**src/rtl/change_dispenser.sv**
```systemverilog
// Turns a change amount into greedy single-coin dispense pulses (50/20/10/5/1).
// Optional `abort` input is enabled with CHANGE_DISPENSER_ABORT_EN.
module change_dispenser #(
    parameter int PULSE_CYCLES = 25_000_000,
    parameter int GAP_CYCLES   = 25_000_000
) (
    input  logic       sys_clk,
    input  logic       sys_rst_n,
    input  logic       start,
    input  logic [7:0] change_money,
`ifdef CHANGE_DISPENSER_ABORT_EN
    input  logic       abort,
`endif
    output logic       busy,
    output logic       done,
    output logic [7:0] remaining,
    output logic       coin_fifty,
    output logic       coin_twenty,
    output logic       coin_ten,
    output logic       coin_five,
    output logic       coin_one
);

    localparam int CNT_MAX = (PULSE_CYCLES > GAP_CYCLES) ? PULSE_CYCLES : GAP_CYCLES;
    localparam int CNT_W   = (CNT_MAX > 1) ? $clog2(CNT_MAX) : 1;
    localparam logic [CNT_W-1:0] PULSE_LOAD = CNT_W'(PULSE_CYCLES - 1);
    localparam logic [CNT_W-1:0] GAP_LOAD   = CNT_W'(GAP_CYCLES - 1);

    typedef enum logic [2:0] {
        IDLE   = 3'd0,
        SELECT = 3'd1,
        PULSE  = 3'd2,
        GAP    = 3'd3,
        DONE   = 3'd4
    } state_t;

    state_t           state_q, state_d;
    logic [CNT_W-1:0] cnt_q, cnt_d;
    logic [7:0]       rem_q, rem_d;
    logic [4:0]       coin_q, coin_d;   // one-hot {50,20,10,5,1}
    logic             busy_q, busy_d;
    logic             done_q, done_d;
    logic             abort_hit;

`ifdef CHANGE_DISPENSER_ABORT_EN
    assign abort_hit = abort;
`else
    assign abort_hit = 1'b0;
`endif

    function automatic logic [4:0] greedy(input logic [7:0] amt);
        if (amt >= 8'd50)      greedy = 5'b10000;
        else if (amt >= 8'd20) greedy = 5'b01000;
        else if (amt >= 8'd10) greedy = 5'b00100;
        else if (amt >= 8'd5)  greedy = 5'b00010;
        else if (amt >= 8'd1)  greedy = 5'b00001;
        else                   greedy = 5'b00000;
    endfunction

    function automatic logic [7:0] denom(input logic [4:0] oh);
        case (oh)
            5'b10000: denom = 8'd50;
            5'b01000: denom = 8'd20;
            5'b00100: denom = 8'd10;
            5'b00010: denom = 8'd5;
            5'b00001: denom = 8'd1;
            default:  denom = 8'd0;
        endcase
    endfunction

    always_comb begin
        state_d = state_q;
        cnt_d   = cnt_q;
        rem_d   = rem_q;
        coin_d  = coin_q;
        busy_d  = busy_q;
        done_d  = 1'b0;
        case (state_q)
            IDLE: begin
                if (start) begin
                    if (change_money != 8'd0) begin
                        rem_d   = change_money;
                        busy_d  = 1'b1;
                        state_d = SELECT;
                    end else begin
                        state_d = DONE;
                    end
                end
            end
            SELECT: begin
                coin_d  = greedy(rem_q);
                cnt_d   = PULSE_LOAD;
                state_d = PULSE;
            end
            PULSE: begin
                if (cnt_q == '0) begin
                    // Amount drops in the same edge the coin output falls.
                    coin_d  = 5'b00000;
                    rem_d   = rem_q - denom(coin_q);
                    cnt_d   = GAP_LOAD;
                    state_d = GAP;
                end else begin
                    cnt_d = cnt_q - CNT_W'(1);
                end
            end
            GAP: begin
                if (cnt_q == '0) begin
                    state_d = (rem_q != 8'd0) ? SELECT : DONE;
                end else begin
                    cnt_d = cnt_q - CNT_W'(1);
                end
            end
            DONE: begin
                busy_d  = 1'b0;
                state_d = IDLE;
            end
            default: begin
                coin_d  = 5'b00000;
                busy_d  = 1'b0;
                state_d = IDLE;
            end
        endcase

        // An interrupted coin is not charged against the remaining amount.
        if (abort_hit && (state_q == SELECT || state_q == PULSE || state_q == GAP)) begin
            state_d = DONE;
            coin_d  = 5'b00000;
            rem_d   = rem_q;
            cnt_d   = '0;
        end

        done_d = (state_d == DONE);
    end

    always_ff @(posedge sys_clk) begin
        if (!sys_rst_n) begin
            state_q <= IDLE;
            cnt_q   <= '0;
            rem_q   <= 8'd0;
            coin_q  <= 5'b00000;
            busy_q  <= 1'b0;
            done_q  <= 1'b0;
        end else begin
            state_q <= state_d;
            cnt_q   <= cnt_d;
            rem_q   <= rem_d;
            coin_q  <= coin_d;
            busy_q  <= busy_d;
            done_q  <= done_d;
        end
    end

    assign busy        = busy_q;
    assign done        = done_q;
    assign remaining   = rem_q;
    assign coin_fifty  = coin_q[4];
    assign coin_twenty = coin_q[3];
    assign coin_ten    = coin_q[2];
    assign coin_five   = coin_q[1];
    assign coin_one    = coin_q[0];

endmodule
```
**config.mk**
```make
export PLATFORM = sky130hd
export DESIGN_NAME = change_dispenser
export DESIGN_NICKNAME = d
export VERILOG_FILES = /design/src/rtl/change_dispenser.sv
export SDC_FILE = /design/constraint.sdc
export NUM_CORES = 1
export LEC_CHECK = 0
export BUFFER_PORTS_ARGS = -buffer_cell sky130_fd_sc_hd__buf_2
export CORE_MARGIN = 2
export CORE_UTILIZATION = 59
export DETAILED_ROUTE_END_ITERATION = 10
export PLACE_DENSITY = 0.85
export SYNTH_ARGS = -nofsm -noshare
export SYNTH_HDL_FRONTEND = slang
export SYNTH_SLANG_ARGS = --single-unit
```
**constraint.sdc**
```tcl
create_clock -name sys_clk -period 2.4 [get_ports sys_clk]
set_input_delay 0.12 -clock sys_clk [delete_from_list [all_inputs] [get_ports sys_clk]]
set_output_delay 0.12 -clock sys_clk [all_outputs]
set_load 0.1 [all_outputs]
```
==> flow_summary.toml, run 1 <==
[run_status]
run_status = "completed"

[yosys]
avgSynthCellArea_um2 = 8.01
synth_ff_type = "dfxtp_1"
syn_area_um2 = 2800
async_flop_share_pct = 0
synth_seq_area_share_pct = 30.7
ys_warn_count = 0
synth_xor_area_share_pct = 2.19
synth-simple-area-share_pct = 33.6
synth_top_family_by_area = "simple AND/OR/NAND/NOR gates"
synth_compound_gate_area_share_pct = 24.6
synth_cell_types = 67
synth_edf_count = 0
synthCells = 350
synth_nets = 370
synthAdderAreaFrac_pct = 4.29
synth.area.mux_share_pct = 1.12
synth-seq-cells = 43

[clock_tree]
numCtsBuffers = 5
clock_latency_ns = 0.30
clk_pin_slew_ns = 0.08
cts_sinks = 43
htree_num_levels = 2
cts_tree = "built"
cts_root_buf = "clkbuf_8"
cts_buffer_depth = 2
cts_hold_buf = 0

[sta]
fin_crit_sh_pct = 97.8
hold_viol = 0
clock_skew_ns = 0.00696
slew_viol_final = 0
timing.hold.ws_ns = 0.0957
final-setup-viol-count = 0
timing.fmax_mhz = 426
rsz0062_at_grt = "yes"
worst_slew_pin_slew_ns = 0.679
maxSlewHeadroom_pct = 54.3
period_needed_ns = 2.35
finalSetupTns_ns = 0

[global_route]
grt_pass1_vias = 2858
grt_usage_pct = 29.6
antenna_found_initial = 0
grt_max_degree = 25
grt_pass1_wl_mm = 12.6
grt-ovfl-total = 0

[run]
drv_cap = 0

[die]
fp.dieW_um = 72.9
dieArea_um2 = 5320
initial_utilization_pct = 60.1
io_pins = 26
fp.dieH_um = 72.9
core-area_um2 = 4660
fp-row-count = 25

[power_and_ir_drop]
power_mw = 2.54
powerDensity_nw_per_um2 = 785
peakVddDrop_mv = 0.471
leakagePower_nw = 1.27

[routing]
firstDrtPassIters = 5
drt_iter0_drc = 181
drc = 0
vias = 2985
ant_nets = 0
vias_per_cell = 6.77
wl_per_cell_um = 16.9
drt-total-wl_mm = 7.47

[placement]
place_hpwl_mm = 5.29
placedCellCount = 430
port_buffers = 25
place_congestion = 0.973

[critical_path]
path_max_fanout = 5
path_class = "flip-flop to flip-flop"
startpoint_type = "flip-flop"
required_ns = 2.64
endpoint_kind = "flip-flop"
arrival_ns = 2.58

[worst_hold_path]
hp-class = "input pin to flip-flop"

[finish]
nNetsFinal = 406
drive_gt1_share_pct = 21.7
area_delta_synth_final_pct = 15.3
diodes = 0
final_cells = 441
timing repair:
| item | in CTS | in global routing |
|---|---|---|
| hold endpoints to repair | 0 | 0 |
| pin swaps | 0 | 8 |
| cloned | 0 | 0 |
| gates resized for setup | 1 | 12 |
| setup buffers | 0 | 3 |
| endpoints found under the setup margin | 1 | 5 |
flip-flops by register name, summed over array words and instances (netlist names):
register,cells
cnt_q,25
remaining,8
coin_q,5
state_q,3
busy,1
done,1
through the flow:
| stage | setup slack (ns) | utilization [%] | cell area, µm² |
|---|---|---|---|
| floorplan | 0.0216 | - | 2820 |
| global placement | 0.152 | 65.5 | 3050 |
| detailed placement | -0.0464 | 65.5 | 3050 |
| CTS | 0.0345 | 67.8 | 3160 |
| global route | -0.0368 | 69.3 | 3230 |
| finish | 0.0523 | 69.3 | 3230 |
critical path, stage by stage (launching register included):
cell and delay [ns]:
dfxtp_4 0.38, xnor2_2 0.13, nor4_2 0.22, ha_2 0.23
inv_2 0.04, fa_2 0.36, a211o_1 0.31, o211ai_1 0.14
a21oi_2 0.10, o31a_1 0.23, o22ai_1 0.13
synth_stat cells, types with 3 or more instances:
cell type  number  area share, %
or3_1           7            1.6
a311oi_1        3           0.94
o211ai_1       10            2.7
a32oi_1         4            1.2
o21a_1          5            1.3
or2_2           3           0.67
a211oi_1        3           0.80
dfxtp_1        43             31
xnor2_1         4            1.2
and2_1          3           0.67
nand2b_1        7            1.6
clkbuf_1       10            1.3
a21oi_1        15            2.7
ha_1            8            3.6
o22ai_1         3           0.67
o21ai_0        15            2.7
nand4b_1        5            1.6
nand3_1        18            3.2
nor2_1         34            4.6
a31oi_1         3           0.67
o31ai_1         5            1.3
nand2_1        32            4.3
xor2_1          3           0.94
nand3b_1        3           0.80
a21boi_0        4            1.1
inv_1          10            1.3
nand4_1         6            1.3
or4_1           9            2.4
nor4_1         11            2.5
nor3_1         14            2.5
final timing paths:
check / from / end / slack (ns) / cells past startpoint
setup / recovery: coin_q[0] / remaining[6] / 0.05 / 10
hold / removal: change_money[1] / remaining[1] / 0.1 / 3
setup reg to reg: coin_q[0] / remaining[6] / 0.05 / 10
hold reg to reg: cnt_q[17] / cnt_q[17] / 0.49 / 2
cells in the final DEF, fill, tap and decap left out, types with 7 or more instances in the layout:
master | synthesis | final
buf_4 | 0 | 17
or4_1 | 9 | 9
nand2_1 | 32 | 32
or3_1 | 7 | 7
o211ai_1 | 10 | 10
nand3_1 | 18 | 18
inv_1 | 10 | 9
dfxtp_1 | 43 | 37
nor2_1 | 34 | 34
o21ai_0 | 15 | 15
a21oi_1 | 15 | 14
nand2b_1 | 7 | 7
nor3_1 | 14 | 13
ha_1 | 8 | 7
buf_2 | 2 | 25
clkbuf_8 | 1 | 7
nor4_1 | 11 | 10
cell families after synthesis:
logic type      count (synthesis)
flops                          43
fa+ha+maj                       9
xor+xnor                        7
compound gates                 95
simple gates                  170
mux                             3
buf+inv                        23
power by group:
group / internal (mW) / switching (mW) / total [mW]
sequential: 0.809 / 0.159 / 0.968
combinational: 0.401 / 0.660 / 1.06
clock: 0.263 / 0.246 / 0.509
total: 1.47 / 1.07 / 2.54
metal layers:
metal | vias to the layer above | part of all wire [%] | GRT usage (%) | wire length (µm)
met5 | - | 0 | 0 | 0
met4 | 0 | 2.8 | 15.4 | 212
li1 | 1421 | - | - | -
met3 | 25 | 6.1 | 5.52 | 458
met1 | 1406 | 42 | 36.2 | 3130
met2 | 133 | 49 | 49.4 | 3670
final cells by class:
cell class | instances | area (µm²)
well taps | 54 | 67.6
fillers | 377 | 1430
inverters | 10 | 37.5
multi-input cells | 284 | 1900
flip-flops and latches | 43 | 876
clock buffers | 8 | 100
repair buffers | 42 | 253
(Power assumes the default switching activity.)
==> run 2: changes to the inputs <==
--- a/config.mk
+++ b/config.mk
@@ -6,9 +6,13 @@
 export NUM_CORES = 1
 export LEC_CHECK = 0
 export BUFFER_PORTS_ARGS = -buffer_cell sky130_fd_sc_hd__buf_2
+export CELL_PAD_IN_SITES_DETAIL_PLACEMENT = 1
+export CELL_PAD_IN_SITES_GLOBAL_PLACEMENT = 1
 export CORE_MARGIN = 2
-export CORE_UTILIZATION = 59
+export CORE_UTILIZATION = 44
+export CTS_CLUSTER_DIAMETER = 150
 export DETAILED_ROUTE_END_ITERATION = 10
+export GPL_ROUTABILITY_DRIVEN = 1
 export PLACE_DENSITY = 0.85
 export SYNTH_ARGS = -nofsm -noshare
 export SYNTH_HDL_FRONTEND = slang
==> flow_summary.toml, run 2 (synthesized netlist as in run 1, its figures left out) <==
[run_status]
run_status = "completed"

[placement]
dpl_cell_area_um2 = 3140
place_hpwl_mm = 6.56
port_buffers = 25
placedCellCount = 461
place_congestion = 0.816

[critical_path]
cp.depth = 7
path_class = "flip-flop to flip-flop"
path_max_fanout = 8
cpPeakStageDelay_ns = 0.55
path_buf_inv = 0
rr_worst_depth = 7
critical_path.slowest_cell = "or4_1"
required_ns = 2.63
startpoint_type = "flip-flop"
path_delay_family = "simple AND/OR/NAND/NOR gates"
path_cells = "or4_1 > ha_1 > or2_2 > o221ai_4 > a31oi_1 > o31a_1 > o22ai_1"
arrival_ns = 2.59
endpoint_kind = "flip-flop"

[sta]
final-setup-viol-count = 0
hold_viol = 0
clock_skew_ns = 0.0113
timing.fmax_mhz = 424
rsz0062_at_grt = "yes"
worst_slew_pin_slew_ns = 0.709
period_needed_ns = 2.36
fin_crit_sh_pct = 98.3
maxSlewHeadroom_pct = 52.3
slew_viol_final = 0

[routing]
ant_nets = 0
drt-total-wl_mm = 8.88
vias_per_cell = 6.38
vias = 2985
drt_iter0_drc = 218
drc = 0
firstDrtPassIters = 5
wl_per_cell_um = 19.0

[finish]
largest_reg_flops = 25
area_delta_synth_final_pct = 16.8
postLayoutCoreUtil_pct = 52.5
final_cells = 468
largest-register = "cnt_q"
drive_gt1_share_pct = 21.2
layout_commonest_cell = "dfxtp_1"
diodes = 0
stdcell_area_um2 = 3270
layout_common_cells = "dfxtp_1 (37), nor2_1 (34), nand2_1 (32), buf_2 (25), buf_4 (22)"
nFillCells = 813
nNetsFinal = 411

[clock_tree]
cts_hold_buf = 0
cts_root_buf = "clkbuf_8"
clk_pin_slew_ns = 0.08
htree_num_levels = 2
numCtsBuffers = 5
clock_latency_ns = 0.30
cts_sinks = 43
cts_tree = "built"
cts_buffer_depth = 2

[global_route]
antenna_found_initial = 0
grt_pass1_vias = 3051
grt_usage_pct = 25.7
grt_pass1_wl_mm = 14.8
grt_max_degree = 25
grt-ovfl-total = 0

[worst_hold_path]
hp-class = "input pin to flip-flop"
whs_path_depth = 3

[power_and_ir_drop]
leakagePower_nw = 1.28
peakVddDrop_mv = 0.352
power_mw = 2.54
powerDensity_nw_per_um2 = 776

[die]
io_pins = 26
fp.dieH_um = 83.8
initial_utilization_pct = 44.9
core-area_um2 = 6240
fp-row-count = 29
dieArea_um2 = 7020
fp.dieW_um = 83.8

[run]
drv_cap = 0
==> run 2: metrics by stage <==
| stage | hold slack [ns] | setup slack, ns | TNS, ns |
|---|---|---|---|
| global placement | 0.405 | 0.144 | 0 |
| floorplan | 0.275 | 0.0216 | 0 |
| global route | 0.104 | -0.0389 | -0.115 |
| CTS | 0.0867 | 0.0308 | 0 |
| detailed placement | 0.410 | 0.00549 | 0 |
| finish | 0.0899 | 0.0406 | 0 |
==> run 2: final cells by class <==
cell class | instances | area, µm² | area share, %
flip-flops and latches | 43 | 876 | 26.7
inverters | 10 | 37.5 | 1.15
clock buffers | 7 | 76.3 | 2.33
multi-input cells | 284 | 1900 | 58.0
well taps | 77 | 96.3 | 2.94
repair buffers | 47 | 290 | 8.87
==> run 2: routing by layer <==
metal	global-route usage (%)	routed length (µm)	vias up
li1	-	-	1424
met1	31.4	3750	1471
met2	45.7	4570	74
met3	4.35	382	16
met4	8.80	182	0
met5	0	0	-
==> run 2: final timing paths <==
path,startpoint,to,slack [ns]
max,coin_q[4],remaining[7],0.04
min,change_money[4],remaining[4],0.09
max reg2reg,coin_q[4],remaining[7],0.04
min reg2reg,cnt_q[17],cnt_q[17],0.51
==> run 2: report_power, final <==
group	switching, mW	total, mW	internal, mW
combinational	0.709	1.14	0.427
clock	0.247	0.448	0.201
sequential	0.147	0.956	0.809
==> run 2: what timing repair did <==
| item | 4_1_cts | 5_1_grt |
|---|---|---|
| pin swaps | 0 | 3 |
| buffers inserted | 0 | 0 |
| gates resized for setup | 1 | 10 |
| endpoints found under the setup margin | 1 | 7 |
==> run 2: worst min-delay path: stages <==
cell and delay, ns:
buf_2 0.11, nand2_1 0.05, a311oi_1 0.07
